File: src/rtl/gpu_pkg.sv
// ----------------------------------------------------------------------------
// gpu_pkg
// Shared definitions for the sprite-cluster write path.
//   cluster_wr_state_t : write-sequencer states
//   SPRITE_FIELDS      : words per sprite descriptor
//   F_SX .. F_STH      : word index of each descriptor field
//   texture_base()     : first texture word address inside a cluster
// ----------------------------------------------------------------------------
package gpu_pkg;

    typedef enum logic [1:0] {
        IDLE  = 2'd0,
        SPR   = 2'd1,
        FILL  = 2'd2,
        DRAIN = 2'd3
    } cluster_wr_state_t;

    localparam int SPRITE_FIELDS = 6;

    localparam int F_SX  = 0;
    localparam int F_SY  = 1;
    localparam int F_STX = 2;
    localparam int F_STY = 3;
    localparam int F_STW = 4;
    localparam int F_STH = 5;

    // Texture storage starts right after the last sprite descriptor.
    function automatic int texture_base(input int cluster_size);
        return cluster_size * SPRITE_FIELDS;
    endfunction

endpackage

File: src/rtl/cluster_write_ctrl.sv
// ----------------------------------------------------------------------------
// cluster_write_ctrl
// Write-port sequencer for one sprite cluster. Turns sprite-descriptor
// updates (6 words) and texture block fills (streamed from a source RAM)
// into single-word writes on waddr/wdata/wen. New commands only start
// while vblank is high; a started command always runs to completion.
//
// Ports
//   clk, rst            : clock, synchronous active-high reset
//   vblank              : display outside visible area (start gate)
//   cmd_*               : sprite command (valid/ready, slot, six fields)
//   fill_*              : texture fill command (valid/ready, base, len, src)
//   src_addr/ren/rdata  : source RAM read port (1-cycle read latency)
//   waddr/wdata/wen     : cluster write bus (registered)
//   busy                : sequencer not idle
// ----------------------------------------------------------------------------
module cluster_write_ctrl
    import gpu_pkg::*;
#(
    parameter int CLUSTER_SIZE = 10,
    parameter int TEXTURE_SIZE = 4096,
    parameter int ADDR_WIDTH   = 16,
    parameter int INT_WIDTH    = 16,
    parameter int COLOR_WIDTH  = 12,
    parameter int LEN_WIDTH    = 13
) (
    input  logic                            clk,
    input  logic                            rst,
    input  logic                            vblank,
    input  logic                            cmd_valid,
    output logic                            cmd_ready,
    input  logic [$clog2(CLUSTER_SIZE)-1:0] cmd_index,
    input  logic [INT_WIDTH-1:0]            cmd_sx,
    input  logic [INT_WIDTH-1:0]            cmd_sy,
    input  logic [INT_WIDTH-1:0]            cmd_stx,
    input  logic [INT_WIDTH-1:0]            cmd_sty,
    input  logic [INT_WIDTH-1:0]            cmd_stw,
    input  logic [INT_WIDTH-1:0]            cmd_sth,
    input  logic                            fill_valid,
    output logic                            fill_ready,
    input  logic [LEN_WIDTH-1:0]            fill_base,
    input  logic [LEN_WIDTH-1:0]            fill_len,
    input  logic [ADDR_WIDTH-1:0]           fill_src,
    output logic [ADDR_WIDTH-1:0]           src_addr,
    output logic                            src_ren,
    input  logic [COLOR_WIDTH-1:0]          src_rdata,
    output logic [ADDR_WIDTH-1:0]           waddr,
    output logic [INT_WIDTH-1:0]            wdata,
    output logic                            wen,
    output logic                            busy
);

    // One extra bit so base+i never wraps back into the texture range.
    localparam int OFF_W = LEN_WIDTH + 1;
    localparam logic [ADDR_WIDTH-1:0] TEX_BASE = ADDR_WIDTH'(texture_base(CLUSTER_SIZE));

    cluster_wr_state_t      state_q;
    logic [INT_WIDTH-1:0]   fld_q [SPRITE_FIELDS];
    logic [ADDR_WIDTH-1:0]  spr_base_q;
    logic [2:0]             k_q;
    logic [LEN_WIDTH-1:0]   len_q;
    logic [LEN_WIDTH-1:0]   rd_cnt_q;
    logic                   drain_q;
    logic [OFF_W-1:0]       off_p0_q;
    logic [OFF_W-1:0]       off_p1_q;
    logic                   vld_p1_q;

    logic cmd_acc;
    logic fill_acc;

    // Sprite commands take fixed priority over fills.
    assign cmd_ready  = (state_q == IDLE) && vblank;
    assign fill_ready = (state_q == IDLE) && vblank && !cmd_valid;
    assign cmd_acc    = cmd_valid && cmd_ready;
    assign fill_acc   = fill_valid && fill_ready;
    assign busy       = (state_q != IDLE);

    always_ff @(posedge clk) begin
        if (rst) begin
            state_q  <= IDLE;
            waddr    <= '0;
            wdata    <= '0;
            wen      <= 1'b0;
            src_addr <= '0;
            src_ren  <= 1'b0;
            vld_p1_q <= 1'b0;
            k_q      <= '0;
            rd_cnt_q <= '0;
            drain_q  <= 1'b0;
        end else begin
            wen <= 1'b0;

            // Fill pipeline: p0 = read issued this cycle, p1 = read data
            // arriving this cycle; the write is registered one cycle later.
            vld_p1_q <= src_ren;
            off_p1_q <= off_p0_q;
            if (vld_p1_q) begin
                // Out-of-range texels are dropped but keep their time slot.
                wen   <= (off_p1_q < OFF_W'(TEXTURE_SIZE));
                waddr <= TEX_BASE + ADDR_WIDTH'(off_p1_q);
                wdata <= INT_WIDTH'(src_rdata);
            end

            case (state_q)
                IDLE: begin
                    if (cmd_acc) begin
                        // Illegal slots are consumed without any write.
                        if (32'(cmd_index) < CLUSTER_SIZE) begin
                            fld_q[F_SX]  <= cmd_sx;
                            fld_q[F_SY]  <= cmd_sy;
                            fld_q[F_STX] <= cmd_stx;
                            fld_q[F_STY] <= cmd_sty;
                            fld_q[F_STW] <= cmd_stw;
                            fld_q[F_STH] <= cmd_sth;
                            spr_base_q   <= ADDR_WIDTH'(cmd_index) * ADDR_WIDTH'(SPRITE_FIELDS);
                            // Field 0 goes out straight from the command inputs.
                            wen          <= 1'b1;
                            waddr        <= ADDR_WIDTH'(cmd_index) * ADDR_WIDTH'(SPRITE_FIELDS);
                            wdata        <= cmd_sx;
                            k_q          <= 3'd1;
                            state_q      <= SPR;
                        end
                    end else if (fill_acc) begin
                        if (fill_len != '0) begin
                            src_ren  <= 1'b1;
                            src_addr <= fill_src;
                            off_p0_q <= OFF_W'(fill_base);
                            rd_cnt_q <= LEN_WIDTH'(1);
                            len_q    <= fill_len;
                            state_q  <= FILL;
                        end
                    end
                end

                SPR: begin
                    if (k_q == 3'(SPRITE_FIELDS)) begin
                        state_q <= IDLE;
                    end else begin
                        wen   <= 1'b1;
                        waddr <= spr_base_q + ADDR_WIDTH'(k_q);
                        wdata <= fld_q[k_q];
                        k_q   <= k_q + 3'd1;
                    end
                end

                FILL: begin
                    if (rd_cnt_q == len_q) begin
                        src_ren <= 1'b0;
                        drain_q <= 1'b0;
                        state_q <= DRAIN;
                    end else begin
                        src_ren  <= 1'b1;
                        src_addr <= src_addr + ADDR_WIDTH'(1);
                        off_p0_q <= off_p0_q + OFF_W'(1);
                        rd_cnt_q <= rd_cnt_q + LEN_WIDTH'(1);
                    end
                end

                DRAIN: begin
                    // Two cycles let the last read reach the write bus.
                    if (drain_q) begin
                        state_q <= IDLE;
                    end else begin
                        drain_q <= 1'b1;
                    end
                end

                default: state_q <= IDLE;
            endcase
        end
    end

endmodule

File: config.mk
export PLATFORM = sky130hd
export DESIGN_NAME = cluster_write_ctrl
export DESIGN_NICKNAME = d
export VERILOG_FILES = /design/src/rtl/gpu_pkg.sv /design/src/rtl/cluster_write_ctrl.sv
export SDC_FILE = /design/constraint.sdc
export NUM_CORES = 1
export LEC_CHECK = 0
export BUFFER_PORTS_ARGS = -buffer_cell sky130_fd_sc_hd__buf_2
export CORE_MARGIN = 2
export CORE_UTILIZATION = 29
export DETAILED_ROUTE_END_ITERATION = 12
export PLACE_DENSITY = 0.46
export SLEW_MARGIN = 20
export SYNTH_ARGS = -nofsm -noshare
export SYNTH_HDL_FRONTEND = slang
export SYNTH_SLANG_ARGS = --single-unit
File: constraint.sdc
create_clock -name clk -period 13.6 [get_ports clk]
set_input_delay 2.72 -clock clk [delete_from_list [all_inputs] [get_ports clk]]
set_output_delay 2.72 -clock clk [all_outputs]
set_load 0.01 [all_outputs]
Yosys cells after proc, flatten, opt, wreduce, memory -nomap -nowiden
Memories as Yosys holds them, arrays and structs flattened. A register that Yosys moved wholly into a read port is not among the register bits.
Index checks and enable logic that the tools add are counted.

cells by class
  bitwise logic cells = 2
  shifts and indexed selects = 0
  eq/ne operators = 18
  multipliers = 1
  magnitude comparators = 2
  reductions and logical operators = 19
  muxes and demuxes = 56
  $add $sub $neg = 6
  div/mod/pow operators = 0

operators with widths
  kind                                                           number
  two-way mux 16 bit                                             12
  case mux 16 bit (2 select lines)                               3
  two-way mux 14 bit                                             4
  two-way mux 13 bit                                             4
  case mux 14 bit (2 select lines)                               1
  case mux 13 bit (2 select lines)                               1
  adder 16 x 1 -> 16 bit (second input constant)                 1
  inequality test 2 bit (second input constant)                  8
  adder 6 x 14 -> 15 bit (first input constant)                  1
  two-way mux 3 bit                                              5
  adder 14 x 1 -> 14 bit (second input constant)                 1
  less-than comparator 14 x 13 -> 1 bit (second input constant)  1
  two-way mux 1 bit                                              14
  two-way mux 2 bit                                              7
  adder 13 x 1 -> 13 bit (second input constant)                 1
  equality test 13 bit                                           1
  nonzero test 13 bit                                            1
  AND reduction 4 bit                                            3
  AND reduction 6 bit                                            2
  AND reduction 5 bit                                            2
  adder 7 x 3 -> 8 bit                                           1
  case mux 2 bit (4 select lines)                                1
  nonzero test 2 bit                                             4
  multiplier 4 x 2 -> 6 bit (second input constant)              1
  other kinds (15)                                               24

word-level totals
  bits in latches = 0
  memories kept = 1
  output and inout port bits = 53
  RAM bits = 96
  input bits = 159
  bits in read-only memories = 0
  word-level logic and storage cells = 119
  register bits after elaboration = 117

memories
  name   depth  width  read ports  clocked after memory_dff  wr ports  line                      text
  fld_q  6      16     1           1                         6         cluster_write_ctrl.sv:58  logic [INT_WIDTH-1:0] fld_q [SPRITE_FIELDS];

Longest topological paths before layout
  depth in word-level cells = 7
  mapped depth = 9
  mapped depth without buffers = 7

Least setup slack after synthesis
Ideal clock, no wire load.

  kind = input to register
  start = in vblank
  end = mem fld_q[0][0], enable pin
  setup slack = 7089 ps
  arrival time = 6046 ps
  buffers on the path = 2
  library setup time = 465 ps
  cell stages on the path = 5
  cells stage by stage = nor3b_1 > and3_1 > buf_2 > clkbuf_1 > and2_1

RTL lines
  element          line                      text
  start, declared  cluster_write_ctrl.sv:29  input logic vblank,
  end, declared    cluster_write_ctrl.sv:58

Worst setup path after layout
  start = in vblank
  end = out cmd_ready

on the way
  cells in the longest elaborated chain, start to end = 1

ends and longest elaborated chain
  element            line                      text
  logical AND 1 bit  cluster_write_ctrl.sv:72  assign cmd_ready = (state_q == IDLE) && vblank;
  end, declared      cluster_write_ctrl.sv:31  output logic cmd_ready,

Every way passes these cells.

==> impl_metrics.tcl <==
set metrics [dict create \
    outcome "finished, final reports clean" \
    cts_tree "yes" \
    start_kind "input pin" \
    grtUsageTotal_pct 15.0 \
    synthTopCellsByArea "edfxtp_1, dfxtp_1, mux4_2, a21oi_1, xor2_1" \
    ant_nets 0 \
    clock.fmax_mhz 159 \
    end_kind "output pin" \
    place.gp.congestion 0.770 \
    area_delta_synth_final_pct 25.0 \
    vias 6986 \
    rows 66 \
    dpl.hpwl_um 17500 \
    rsz0062_at_grt "false" \
    cts.sinks 216 \
    h-tree-depth 1 \
    grt_remaining_overflow 0 \
    setup_tns_ns 0 \
    cts_resized 0 \
    synth.yosys.warnings 0 \
    worst_pin_slew_ns 1.00 \
    slew_viol_final 0 \
    synth_top_cell_by_area "edfxtp_1" \
    cts_buffer_depth 3 \
    yosysMostFrequentCell "edfxtp_1" \
    synth_edf_count 143 \
    io_pins 212 \
    hp-class "reg2reg" \
    synthArstFlopShare_pct 0 \
    remaining_drc_errors 0 \
    io_buffers 211 \
    finalNetCount 1151 \
    post-cts-setup-buffers 0 \
    critPathKind "in2out" \
    dr.pass1.iters 5 \
    synth.top_cells.by_count "edfxtp_1, dfxtp_1, a21oi_1" \
    yosysTopAreaCellShare_pct 45.2 \
    dieArea_um2 34200 \
    synthCells 771 \
    clk_pin_slew_ns 0.05 \
    die_w_um 185 \
    maxCapViolations 0 \
    cts_hold_buf 0 \
    powerDensity_nw_per_um2 135 \
    period_share_pct 46.1 \
    yosysSeqAreaShare_pct 60.6 \
    antenna_found_initial 5 \
    vdd_drop_max_uv 89.8 \
    arrival_ns 3.56 \
    die_y_um 185 \
    cp_max_fo 3 \
    p_leak_nw 4.35 \
    ys.flop_type "edfxtp_1" \
    grt_pass1_vias 6883 \
    synth_area_um2 9500 \
    core-area_um2 32400 \
    grt_pass1_wl_um 39700 \
    yosys_register_bits 216 \
    start_util_pct 29.4 \
    wirelength_um 25700 \
    synth_fp_nets 945 \
    crit_required_ns 10.88 \
    post_dp_cell_area_um2 11000 \
    fillers 3291 \
    relSlewSlack_pct 33.3 \
    finalSetupViolCount 0 \
    period_needed_ns 6.28 \
    skew_ns 0.00792 \
    initialDrtViolationCount 489 \
    cts_buffers 27 \
    final_area_um2 11900 \
    clk_latency_ns 0.52 \
    synth.distinct_cells 62 \
    via_per_inst 4.85 \
    drive_gt1_share_pct 29.7 \
    wl_per_cell_um 17.8 \
    hold_violations 0 \
    grt_start_max_net_pins 70 \
    postSynthAreaPerCell_um2 12.3 \
    clock-root-buffer "clkbuf_16" \
]
==> power by group <==
part           total [mW]  leakage [nW]  internal [mW]  switching, mW
logic               0.155          2.03         0.0667         0.0884
clock network       0.700         0.419          0.431          0.269
registers           0.751          1.91          0.731         0.0203
total                1.61          4.35           1.23          0.378
==> worst paths after layout <==
path	start	end	slack, ns	depth (start not counted)
max	vblank	cmd_ready	7.32	3
min reg2reg	waddr[6]	waddr[6]	0.46	2
min	waddr[6]	waddr[6]	0.46	2
max reg2reg	state_q[1]	fld_q[2][0]	10.27	5
==> metal layers <==
| metal | track usage, % | vias to the layer above | wire length [um] |
|---|---|---|---|
| met5 | 0 | - | 40 |
| met4 | 4.19 | 6 | 551 |
| met3 | 3.52 | 42 | 1950 |
| met2 | 24.0 | 221 | 11700 |
| met1 | 20.4 | 3338 | 11500 |
| li1 | - | 3379 | - |
==> cells in the final DEF, fill, tap and decap left out, drive strengths merged, types with 10 or more instances in the layout <==
| cell | instances |
|---|---|
| a21oi | 67 |
| buf | 224 |
| edfxtp | 143 |
| nand2 | 59 |
| clkbuf | 37 |
| mux4 | 16 |
| mux2i | 21 |
| o21ai | 21 |
| nand3 | 23 |
| inv | 12 |
| or4 | 12 |
| nor2 | 42 |
| nand4 | 10 |
| a22oi | 29 |
| ha | 13 |
| a211oi | 15 |
| xor2 | 28 |
| o31ai | 18 |
| dfxtp | 73 |
| xnor2 | 12 |
| nor3 | 15 |
==> flip-flops by register name (all words and copies together), names as in the netlist, named ones only <==
| signal | count |
|---|---|
| fld_q | 96 |
| wdata | 16 |
| src_ren | 1 |
| waddr | 16 |
| off_p0_q | 14 |
| drain_q | 1 |
| vld_p1_q | 1 |
| spr_base_q | 6 |
| src_addr | 16 |
| rd_cnt_q | 13 |
| len_q | 13 |
| off_p1_q | 14 |
| state_q | 2 |
| k_q | 3 |
| wen | 1 |
==> critical path: stages <==
cell and delay [ns]:
buf_2 0.09, nor3b_1 0.50, buf_2 0.24
==> logic make-up after synthesis <==
kind of cell / after synthesis / share of synthesized area, %
AO/OA/AOI/OAI: 197 / 13.8
XOR/XNOR: 40 / 3.69
adder cells (fa/ha/maj): 15 / 2.13
buffers and inverters: 59 / 2.73
flip-flops: 216 / 60.6
multiplexers: 39 / 6.24
AND/OR/NAND/NOR: 205 / 10.9
==> per-stage QoR <==
step	hold WS (ns)	std cells	util [%]	power [mW]	worst slack (ns)
floorplan	0.436	771	-	0.851	7.09
global placement	0.444	1390	34.0	0.921	7.39
detailed placement	0.449	1390	34.0	0.922	7.36
CTS	0.455	1439	36.7	1.63	7.35
global route	0.493	1440	36.7	1.68	7.27
finish	0.456	1441	36.7	1.61	7.32
==> cell type report <==
cell class,count,area (um2),share of cell area [%]
tap,442,553,4.65
sequential,216,5760,48.4
timing repair buffer,224,1150,9.71
inverter,12,45.0,0.379
multi-input combinational,496,3500,29.5
clock buffer,37,733,6.17
clock inverter,12,135,1.14
antenna,2,5.00,0.0421
(Power assumes the default switching activity.)
